### config.mk
export PLATFORM = sky130hd
export DESIGN_NAME = lane_word_serializer
export DESIGN_NICKNAME = d
export VERILOG_FILES = /design/src/rtl/pcie_phy_pkg.sv /design/src/rtl/lane_word_fifo.sv /design/src/rtl/lane_word_serializer.sv
export SDC_FILE = /design/constraint.sdc
export NUM_CORES = 1
export LEC_CHECK = 0
export CAP_MARGIN = 20
export CORE_ASPECT_RATIO = 0.5
export CORE_MARGIN = 2
export CORE_UTILIZATION = 50
export DETAILED_ROUTE_END_ITERATION = 16
export PLACE_DENSITY_LB_ADDON = 0.1
export SYNTH_ARGS = -nofsm -noshare
export SYNTH_HDL_FRONTEND = slang
export SYNTH_SLANG_ARGS = --single-unit
### constraint.sdc
create_clock -name clk_4f -period 7.15 [get_ports clk_4f]
set_clock_uncertainty 0.05 [all_clocks]
set_input_delay 0.715 -clock clk_4f [delete_from_list [all_inputs] [get_ports clk_4f]]
set_output_delay 0.715 -clock clk_4f [all_outputs]
set_load 0.1 [all_outputs]
### src/rtl/pcie_phy_pkg.sv
// Shared lane-level definitions for the PHY datapath.
//   LANE_W / BYTE_W / BYTES_PER_WORD : lane word and byte geometry
//   IDL_SYM                          : idle control symbol
//   ser_state_e                      : serializer FSM states
//   pick_byte()                      : byte select from a lane word, either order
package pcie_phy_pkg;

  localparam int unsigned LANE_W         = 32;
  localparam int unsigned BYTE_W         = 8;
  localparam int unsigned BYTES_PER_WORD = LANE_W / BYTE_W;
  localparam int unsigned BCNT_W         = $clog2(BYTES_PER_WORD);

  localparam logic [BYTE_W-1:0] IDL_SYM = 8'h7C;

  typedef enum logic {
    IDLE,
    SHIFT
  } ser_state_e;

  // idx counts bytes in emission order; with msb_first the top byte goes first.
  function automatic logic [BYTE_W-1:0] pick_byte(
    input logic [LANE_W-1:0] word,
    input logic [BCNT_W-1:0] idx,
    input logic              msb_first
  );
    logic [BCNT_W-1:0] sel;
    logic [LANE_W-1:0] sh;
    sel = msb_first ? ~idx : idx;
    sh  = word >> {sel, 3'b000};
    return sh[BYTE_W-1:0];
  endfunction

endpackage

### src/rtl/lane_word_fifo.sv
// Lane word buffer: DEPTH x LANE_W circular FIFO, synchronous active-high reset.
// Ports:
//   clk     : clock
//   reset   : synchronous reset, empties the buffer
//   push    : write wr_data (ignored when full)
//   wr_data : word to store
//   pop     : discard head word (ignored when empty)
//   rd_data : head word, valid while count != 0
//   count   : number of stored words, 0..DEPTH
module lane_word_fifo
  import pcie_phy_pkg::*;
#(
  parameter int unsigned DEPTH = 2
) (
  input  logic                     clk,
  input  logic                     reset,
  input  logic                     push,
  input  logic [LANE_W-1:0]        wr_data,
  input  logic                     pop,
  output logic [LANE_W-1:0]        rd_data,
  output logic [$clog2(DEPTH):0]   count
);

  localparam int unsigned AW = $clog2(DEPTH);
  localparam logic [AW:0] FULL_CNT = (AW+1)'(DEPTH);

  logic [LANE_W-1:0] mem [DEPTH];
  logic [AW-1:0]     wr_ptr;
  logic [AW-1:0]     rd_ptr;
  logic              do_push;
  logic              do_pop;

  assign do_push = push && (count != FULL_CNT);
  assign do_pop  = pop  && (count != '0);
  assign rd_data = mem[rd_ptr];

  always_ff @(posedge clk) begin
    if (do_push) begin
      mem[wr_ptr] <= wr_data;
    end
  end

  // Pointers are log2(DEPTH) bits and wrap naturally at DEPTH.
  always_ff @(posedge clk) begin
    if (reset) begin
      wr_ptr <= '0;
      rd_ptr <= '0;
      count  <= '0;
    end else begin
      if (do_push) wr_ptr <= wr_ptr + 1'b1;
      if (do_pop)  rd_ptr <= rd_ptr + 1'b1;
      case ({do_push, do_pop})
        2'b10:   count <= count + 1'b1;
        2'b01:   count <= count - 1'b1;
        default: count <= count;
      endcase
    end
  end

endmodule

### src/rtl/lane_word_serializer.sv
// Per-lane word-to-byte serializer. Buffers 32-bit lane words and emits them
// as a gapless 8-bit stream, one byte per clk_4f cycle.
// Ports:
//   clk_4f    : byte-rate clock (only clock)
//   reset     : synchronous, active-high; drops buffered and part-sent words
//   lane_in   : lane word from striping stage
//   valid_in  : lane_in carries a word; accepted when ready_out=1
//   ready_out : buffer has room (combinational)
//   byte_out  : serialized byte
//   valid_out : byte_out carries data
//   k_out     : byte_out is a control (idle) symbol
// Build option: define LANE_SER_IDLE_FILL_EN to drive IDL_SYM with k_out=1
// during idle cycles; otherwise idle is 8'h00 with k_out=0.
module lane_word_serializer
  import pcie_phy_pkg::*;
#(
  parameter int unsigned DEPTH     = 2,
  parameter bit          MSB_FIRST = 1'b0
) (
  input  logic               clk_4f,
  input  logic               reset,
  input  logic [LANE_W-1:0]  lane_in,
  input  logic               valid_in,
  output logic               ready_out,
  output logic [BYTE_W-1:0]  byte_out,
  output logic               valid_out,
  output logic               k_out
);

  localparam int unsigned CW = $clog2(DEPTH) + 1;
  localparam logic [CW-1:0]     FULL_CNT = CW'(DEPTH);
  localparam logic [BCNT_W-1:0] LAST_B   = BCNT_W'(BYTES_PER_WORD - 1);

`ifdef LANE_SER_IDLE_FILL_EN
  localparam logic [BYTE_W-1:0] IDLE_BYTE = IDL_SYM;
  localparam logic              IDLE_K    = 1'b1;
`else
  localparam logic [BYTE_W-1:0] IDLE_BYTE = '0;
  localparam logic              IDLE_K    = 1'b0;
`endif

  logic [CW-1:0]      count;
  logic [LANE_W-1:0]  head;
  logic               push;
  logic               pop;
  logic               empty;

  ser_state_e         state, state_nx;
  logic [LANE_W-1:0]  shreg, shreg_nx;
  logic [BCNT_W-1:0]  bcnt, bcnt_nx;
  logic [BYTE_W-1:0]  byte_nx;
  logic               valid_nx;
  logic               k_nx;

  assign ready_out = (count < FULL_CNT);
  assign push      = valid_in && ready_out;
  assign empty     = (count == '0);

  lane_word_fifo #(
    .DEPTH (DEPTH)
  ) u_fifo (
    .clk     (clk_4f),
    .reset   (reset),
    .push    (push),
    .wr_data (lane_in),
    .pop     (pop),
    .rd_data (head),
    .count   (count)
  );

  // Output byte is registered: the byte for the word loaded on an edge is
  // presented right after that same edge, which keeps word boundaries gapless.
  always_comb begin
    state_nx = state;
    shreg_nx = shreg;
    bcnt_nx  = bcnt;
    pop      = 1'b0;
    byte_nx  = IDLE_BYTE;
    valid_nx = 1'b0;
    k_nx     = IDLE_K;
    case (state)
      IDLE: begin
        if (!empty) begin
          pop      = 1'b1;
          shreg_nx = head;
          bcnt_nx  = '0;
          byte_nx  = pick_byte(head, '0, MSB_FIRST);
          valid_nx = 1'b1;
          k_nx     = 1'b0;
          state_nx = SHIFT;
        end
      end
      SHIFT: begin
        if (bcnt != LAST_B) begin
          bcnt_nx  = bcnt + 1'b1;
          byte_nx  = pick_byte(shreg, bcnt_nx, MSB_FIRST);
          valid_nx = 1'b1;
          k_nx     = 1'b0;
        end else if (!empty) begin
          pop      = 1'b1;
          shreg_nx = head;
          bcnt_nx  = '0;
          byte_nx  = pick_byte(head, '0, MSB_FIRST);
          valid_nx = 1'b1;
          k_nx     = 1'b0;
        end else begin
          state_nx = IDLE;
        end
      end
      default: state_nx = IDLE;
    endcase
  end

  always_ff @(posedge clk_4f) begin
    if (reset) begin
      state     <= IDLE;
      shreg     <= '0;
      bcnt      <= '0;
      byte_out  <= '0;
      valid_out <= 1'b0;
      k_out     <= 1'b0;
    end else begin
      state     <= state_nx;
      shreg     <= shreg_nx;
      bcnt      <= bcnt_nx;
      byte_out  <= byte_nx;
      valid_out <= valid_nx;
      k_out     <= k_nx;
    end
  end

endmodule

# After elaboration in Yosys (flattened, before gate mapping)
# Memory sizes are Yosys's and may differ from the RTL's. A register that Yosys moved wholly into a read port is not among the register bits.
# Cells that the tools add are included.
[classes] addsub=5 order_cmp=1 n_eq_ne=5 n_shift=1 muxes=19 bitwise=1 n_reduce_logical=6
[ops] operator="two-way mux 32 bit" count=2
[ops] operator="one-hot mux 32 bit (2 select lines)" count=1
[ops] operator=">> shifter 32 x 5 -> 8 bit" count=1
[ops] operator="two-way mux 8 bit" count=2
[ops] operator="one-hot mux 8 bit (2 select lines)" count=1
[ops] operator="one-hot mux 2 bit (2 select lines)" count=2
[ops] operator="two-way mux 1 bit" count=7
[ops] operator="inequality test 2 bit (second input constant)" count=3
[ops] operator="adder 2 x 1 -> 2 bit (second input constant)" count=2
[ops] operator="two-way mux 2 bit" count=2
[ops] operator="one-hot mux 1 bit (2 select lines)" count=2
[ops] operator="nonzero test 2 bit" count=2
[ops] operator="logical AND 1 bit" count=3
[ops] operator="adder 1 bit (second input constant)" count=2
[ops] operator="equality test 2 x 1 -> 1 bit (second input constant)" count=1
[ops] operator="equality test 2 bit (second input constant)" count=1
[ops] operator="logical NOT 2 bit" count=1
[ops] operator="< comparator 2 bit (second input constant)" count=1
[ops] operator="subtractor 2 x 1 -> 2 bit (second input constant)" count=1
[ops] operator="NOT 1 bit" count=1
[word_totals] reg_bits=47 ram_bits=64 output_inout_bits=11 memories=1
[mem_list] memory="u_fifo.mem" words=2 width=32 read_ports=1 rd_ports_with_merged_regs=1 write_ports=1 line="lane_word_fifo.sv:27" source="logic [LANE_W-1:0] mem [DEPTH];"

# Logic depth before layout (Yosys ltp)
# Gate-level depths: netlist of run 1.
[depth] depth_word=7 ltp_mapped=8

# Cells and area by module
# From an unflattened synthesis of run 1, not the netlist that was laid out.
[unflattened] hier_cells=339 area_unflattened_um2=4383.0
[modules_own_cells] module="lane_word_fifo" n_inst=1 cells_each=124 area_each_um2=2521.2 seq_area_each_um2=2021.9
[modules_own_cells] module="lane_word_serializer" n_inst=1 cells_each=215 area_each_um2=1861.8 seq_area_each_um2=860.8

# Worst setup path before layout of run 1
# OpenSTA, ideal clock, no wires.
[synth_timing] kind="input port to flip-flop" startpoint="input port valid_in" endpoint="memory u_fifo.mem[0][0] (enable)" arrival_ns=2.172 t_required_ns=6.679 slack_ns=4.507 cell_stages=2 path_cell_list="nand2b_1 -> nor2_1"
[synth_between] elab_chain_len=4
[synth_rtl] element="start: declaration" line="lane_word_serializer.sv:23" source="input logic valid_in,"
[synth_rtl] element="logical AND 1 bit" line="lane_word_serializer.sv:56" source="assign push = valid_in && ready_out;"
[synth_rtl] element="logical AND 1 bit" line="lane_word_fifo.sv:33" source="assign do_push = push && (count != FULL_CNT);"
[synth_rtl] element="two-way mux 1 bit" line="lane_word_fifo.sv:38" source="if (do_push) begin"
[synth_rtl] element="two-way mux 1 bit (not written as such)" line="lane_word_fifo.sv:39" source="mem[wr_ptr] <= wr_data;"
[synth_rtl] element="end: declaration" line="lane_word_fifo.sv:27"
# No other way between the ends.

# Worst setup path after layout of run 1
[layout_timing] startpoint="register u_fifo.count[1]" endpoint="output port ready_out"
[layout_between] elab_chain_len=1
[layout_rtl] element="start: declaration" line="lane_word_fifo.sv:21" source="output logic [$clog2(DEPTH):0] count"
[layout_rtl] element="start signal: assignment" line="lane_word_fifo.sv:53" source="2'b10: count <= count + 1'b1;"
[layout_rtl] element="start signal: assignment" line="lane_word_fifo.sv:54" source="2'b01: count <= count - 1'b1;"
[layout_rtl] element="start signal: assignment" line="lane_word_fifo.sv:55" source="default: count <= count;"
[layout_rtl] element="< comparator 2 bit" line="lane_word_serializer.sv:55" source="assign ready_out = (count < FULL_CNT);"
[layout_rtl] element="end: declaration" line="lane_word_serializer.sv:24" source="output logic ready_out,"
# No other way between the ends.

==> reports/qor.yml, run 1 <==
run_status:
  status: "completed"
logic_synthesis:
  ys_seq_area_share_pct: 67.8
  synthCells: 300
  yosysWarningCount: 0
  synth_seq_cells: 112
  synth.most_common_cell: "edfxtp_1"
  async_flop_share_pct: 0
  synth.top_cell.area_share_pct: 45.2
  synth_top_cell_by_area: "edfxtp_1"
  ys_top_cells_by_area: "edfxtp_1, dfxtp_1, mux2i_1"
  synth.top_cells.by_count: "edfxtp_1, dfxtp_1, mux2i_1, a21oi_1, a211oi_1"
  ys_types: 29
  avgSynthCellArea_um2: 14.2
  synth_edf_count: 64
  synth_nets: 337
  synth-main-ff-cell: "edfxtp_1"
  syn_area_um2: 4250
floorplanning:
  die_y_um: 69.2
  die_w_um: 134
  rows: 23
  io_pins: 46
  initial_core_util_pct: 52.4
  core_um2: 8120
  dieArea_um2: 9300
critical_path:
  reg2reg_slack_ps: 4940
  start_kind: "register"
  critPathKind: "register to output pin"
  crit_arrival_ps: 1900
  worstSetupEndpointType: "output pin"
  cp_max_fo: 6
  cp.required_ps: 6380
timing:
  min_period_ps: 2660
  tns_ps: 0
  hold_viol_final: 0
  tightest_slew_ps: 1050
  period_share_pct: 37.3
  rsz0062_at_grt: "no"
  setup_viol: 0
  maxSlewHeadroom_pct: 29.8
  slew_violations: 0
  max_freq_mhz: 375
routing:
  wl_um: 8560
  via_per_inst: 5.72
  drtIter0Drc: 241
  dr.pass1.iters: 4
  wl_per_cell_um: 19.0
  dr_total_vias: 2572
  ant_nets: 0
  drc: 0
global_route:
  overflow: 0
  use_met2_pct: 28.3
  grt_max_degree: 51
  grt_util_met3_pct: 6.80
  grt_pass1_vias: 2573
  grt_first_pass_wirelength_um: 13500
  busiest_layer: "met2"
  antenna_found_initial: 0
  grtUsageTotal_pct: 19.5
  grtUsageMet1_pct: 27.4
power_and_ir_drop:
  p_leak_nw: 1.65
  ir_drop_uv: 234
  powerDensity_nw_per_um2: 436
cells_and_area:
  layout-drive-gt1-share_pct: 6.80
  area_delta_synth_final_pct: 18.8
  final_nets: 370
  num_antenna_cells: 0
  fin_util_pct: 62.2
  fillers: 620
clocking:
  cts_tree: "built"
  post_cts_resized: 0
  cts_max_level: 3
  clockBufferDepth: 2
  cts_made_buffers: 9
  cts_setup_buffers: 0
  clk_pin_slew_ps: 70
  ctsHoldBuffers: 0
  cts-root-buf: "clkbuf_16"
  cts_sinks: 112
  clock_latency_ps: 350
run:
  drv_cap: 0
hold_path:
  holdCritPathClass: "register to register"
placed_design:
  port_buffers: 44
  place.gp.congestion: 0.824
  hpwl_um: 5500
## routing by layer
metal | vias up | wire [um]
met3 | 9 | 534
met2 | 76 | 3630
met5 | - | 0
met4 | 0 | 70
li1 | 1225 | -
met1 | 1262 | 4320
## critical path, cell delays in order, from the launching register on
cell and delay [ps]:
dfxtp_1 340, inv_1 70, clkdlybuf4s50_1 1130
## cell families (layout without fill, tap and decap cells)
| logic type | Yosys count | after routing | synth area share, % |
|---|---|---|---|
| AO/OA/AOI/OAI | 88 | 88 | 13.7 |
| XOR/XNOR | 3 | 3 | 0.618 |
| adder cells (fa/ha/maj) | 2 | 2 | 0.589 |
| buffers and inverters | 28 | 66 | 3.36 |
| flip-flops | 112 | 112 | 67.8 |
| multiplexers | 48 | 48 | 11.3 |
| other | 1 | 1 | 0.0882 |
| AND/OR/NAND/NOR | 18 | 18 | 2.56 |
## cells in the final DEF (no fill, tap or decap), drive strengths merged, types with 2 or more instances in the layout
cell           Yosys  final
edfxtp            64     64
mux2i             48     48
dfxtp             48     48
clkdlybuf4s50      0     44
a21oi             38     38
a211oi            32     32
clkbuf             6     13
o22a               8      8
o41ai              8      8
buf               21      5
nor2               5      5
nand2b             3      3
o21ai              2      2
or3                2      2
nand3              2      2
xor2               2      2
ha                 2      2
clkinv             0      2
## sequential cells by signal (all words and copies together), names as in the netlist, named ones only
name           cells
u_fifo.wr_ptr      1
byte_out           8
u_fifo.rd_ptr      1
bcnt               2
shreg             32
u_fifo.mem        64
state              1
u_fifo.count       2
## worst paths after layout
check | from | endpoint | cells past startpoint
max | u_fifo.count[1] | ready_out | 2
min | bcnt[1] | bcnt[1] | 2
max reg2reg | bcnt[0] | u_fifo.count[1] | 6
min reg2reg | bcnt[1] | bcnt[1] | 2
## per-stage QoR
| stage | instance area (um^2) | hold slack [ps] | worst slack [ps] | std cells | total power, mW |
|---|---|---|---|---|---|
| 2_1_floorplan | 4250 | 402 | 4510 | 300 | 1.52 |
| 3_3_place_gp | 4730 | 412 | 4650 | 433 | 1.69 |
| 3_5_place_dp | 4760 | 428 | 4590 | 434 | 1.72 |
| 4_1_cts | 5050 | 437 | 4470 | 450 | 2.21 |
| 5_1_grt | 5050 | 463 | 4410 | 450 | 2.31 |
| 6_report | 5050 | 433 | 4490 | 450 | 2.20 |
## area by class of cell
cell class | count | area (um^2) | share of cell area, %
Sequential cell | 112 | 2880 | 57.1
Multi-Input combinational cell | 160 | 1230 | 24.4
Timing Repair Buffer | 49 | 498 | 9.86
Clock buffer | 13 | 250 | 4.96
Tap cell | 112 | 140 | 2.78
Clock inverter | 3 | 43.8 | 0.867
Inverter | 1 | 3.75 | 0.0743
## power by group
| part | switching [mW] | internal, mW |
|---|---|---|
| clock | 0.209 | 0.282 |
| combinational | 0.456 | 0.271 |
| sequential | 0.128 | 0.858 |
| total | 0.793 | 1.41 |
Power figures use the tool's default switching activity.
==> inputs of run 2 (changes only) <==
clock period = 2.64 ns   (was 7.15 ns; I/O delays follow)
==> run 2 against run 1 <==
Against the previous run: combinational power increased to 2.8 times the previous value; sequential power rose to 2.6 times the previous value; highest routed layer unchanged; global-route usage shrank 0.22 points; die area did not move.
==> reports/qor.yml, run 2 (synthesis results as in run 1) <==
power_and_ir_drop:
  pwr-share-comb_pct: 33.0
  intPower_mw: 3.93
  p_leak_nw: 1.70
  power_mw: 6.06
  powerDensity_nw_per_um2: 1190
  ir_drop_uv: 453
  seq_power_share_pct: 43.1
  clockPowerShare_pct: 23.9
  p_sw_mw: 2.14
  p_sw_share_pct: 35.2
timing:
  max_freq_mhz: 461
  min_period_ps: 2170
  slew_violations: 0
  fin_hold_ws_ps: 436
  setup_viol: 0
  maxSlewHeadroom_pct: 59.5
  tightest_slew_ps: 608
  period_share_pct: 82.1
  rsz0062_at_grt: "no"
  tns_ps: 0
  hold_viol_final: 0
  fin_ws_ps: 473
routing:
  dr_total_vias: 2531
  wl_um: 8420
  wl_per_cell_um: 18.5
  drc: 0
  dr.pass1.iters: 4
  drtIter0Drc: 259
  via_per_inst: 5.55
  ant_nets: 0
global_route:
  antenna_found_initial: 0
  grt_max_degree: 46
  overflow: 0
  grt_util_met3_pct: 5.19
  busiest_layer: "met1"
  use_met2_pct: 25.7
  grt_first_pass_wirelength_um: 13600
  grtUsageTotal_pct: 19.3
  grt_pass1_vias: 2549
  grtUsageMet1_pct: 30.5
floorplanning:
  rows: 23
  io_pins: 46
  core_um2: 8120
  die_y_um: 69.2
  initial_core_util_pct: 52.4
  dieArea_um2: 9300
  die_w_um: 134
cells_and_area:
  regMostFlops: "u_fifo.mem"
  finalInstanceArea_um2: 5080
  fin_util_pct: 62.6
  layout-drive-gt1-share_pct: 11.3
  final_nets: 376
  largest_reg_flops: 64
  area_delta_synth_final_pct: 19.5
  final_cells: 456
  layout.cells.most_common: "edfxtp_1"
  num_antenna_cells: 0
  top_regs: "u_fifo.mem x64, shreg x32, byte_out x8"
  layout_common_cells: "edfxtp_1, mux2i_1, dfxtp_1, a21oi_1, clkdlybuf4s50_1"
run:
  drv_cap: 0
placed_design:
  place.gp.congestion: 0.842
  hpwl_um: 5780
  place_inst: 440
  place_ws_ps: 519
  port_buffers: 44
  postPlaceCellArea_um2: 4760
critical_path:
  cp.required_ps: 2860
  cp_max_fo: 13
  worstSetupEndpointType: "register"
  start_kind: "register"
  critPathKind: "register to register"
  crit_arrival_ps: 2390
clocking:
  clockBufferDepth: 2
  post_cts_resized: 0
  ctsHoldBuffers: 0
  cts_made_buffers: 9
  clock_latency_ps: 340
  cts_tree: "built"
  cts-root-buf: "clkbuf_16"
  clk_pin_slew_ps: 60
  cts_max_level: 3
  cts_setup_buffers: 0
  cts_sinks: 112
hold_path:
  holdCritPathClass: "register to register"
run_status:
  status: "completed"
==> run 2: cell types whose count changed in the layout (fill, tap and decap cells not counted) <==
cell,before,now
buf_16,1,0
bufinv_16,1,2
clkinv_2,1,0
clkdlybuf4s50_1,44,34
clkbuf_8,1,2
clkinv_1,0,1
clkinv_4,1,0
clkbuf_1,3,2
buf_4,4,21
==> run 2: area by class of cell <==
class / count / area [um^2]
clock buffers: 13 / 260
fillers: 630 / 3040
flip-flops and latches: 112 / 2880
well taps: 112 / 140
clock inverters: 3 / 63.8
inverters: 1 / 3.75
multi-input cells: 160 / 1230
repair buffers: 55 / 498
==> run 2: worst max-delay path, cell delays in order (launching register included) <==
cell     delay (ps)
dfxtp_1         340
ha_1            250
and2b_1         480
nor2_2          100
ha_1            350
or3_1           360
a21oi_1         150
==> run 2: final timing paths <==
path / from / to / slack, ps / cells past startpoint
worst max-delay path: bcnt[0] / u_fifo.count[1] / 470 / 6
worst min-delay path: bcnt[1] / bcnt[1] / 440 / 2
worst max register to register: bcnt[0] / u_fifo.count[1] / 470 / 6
worst min register to register: bcnt[1] / bcnt[1] / 440 / 2
==> run 2: power groups by stage <==
| stage | combinational [mW] | clock (mW) | sequential (mW) |
|---|---|---|---|
| 6_report | 2.00 | 1.45 | 2.61 |
| 5_1_grt | 2.20 | 1.52 | 2.65 |
| 4_1_cts | 2.01 | 1.47 | 2.61 |
| 3_5_place_dp | 2.00 | 0 | 2.65 |
| 3_3_place_gp | 1.95 | 0 | 2.63 |
| 2_1_floorplan | 1.31 | 0 | 2.81 |
==> run 2: routing by layer <==
layer	share of wire (%)	up-vias
met2	40	62
met4	0.65	0
met5	0	-
met1	54	1226
li1	-	1238
met3	5.5	5
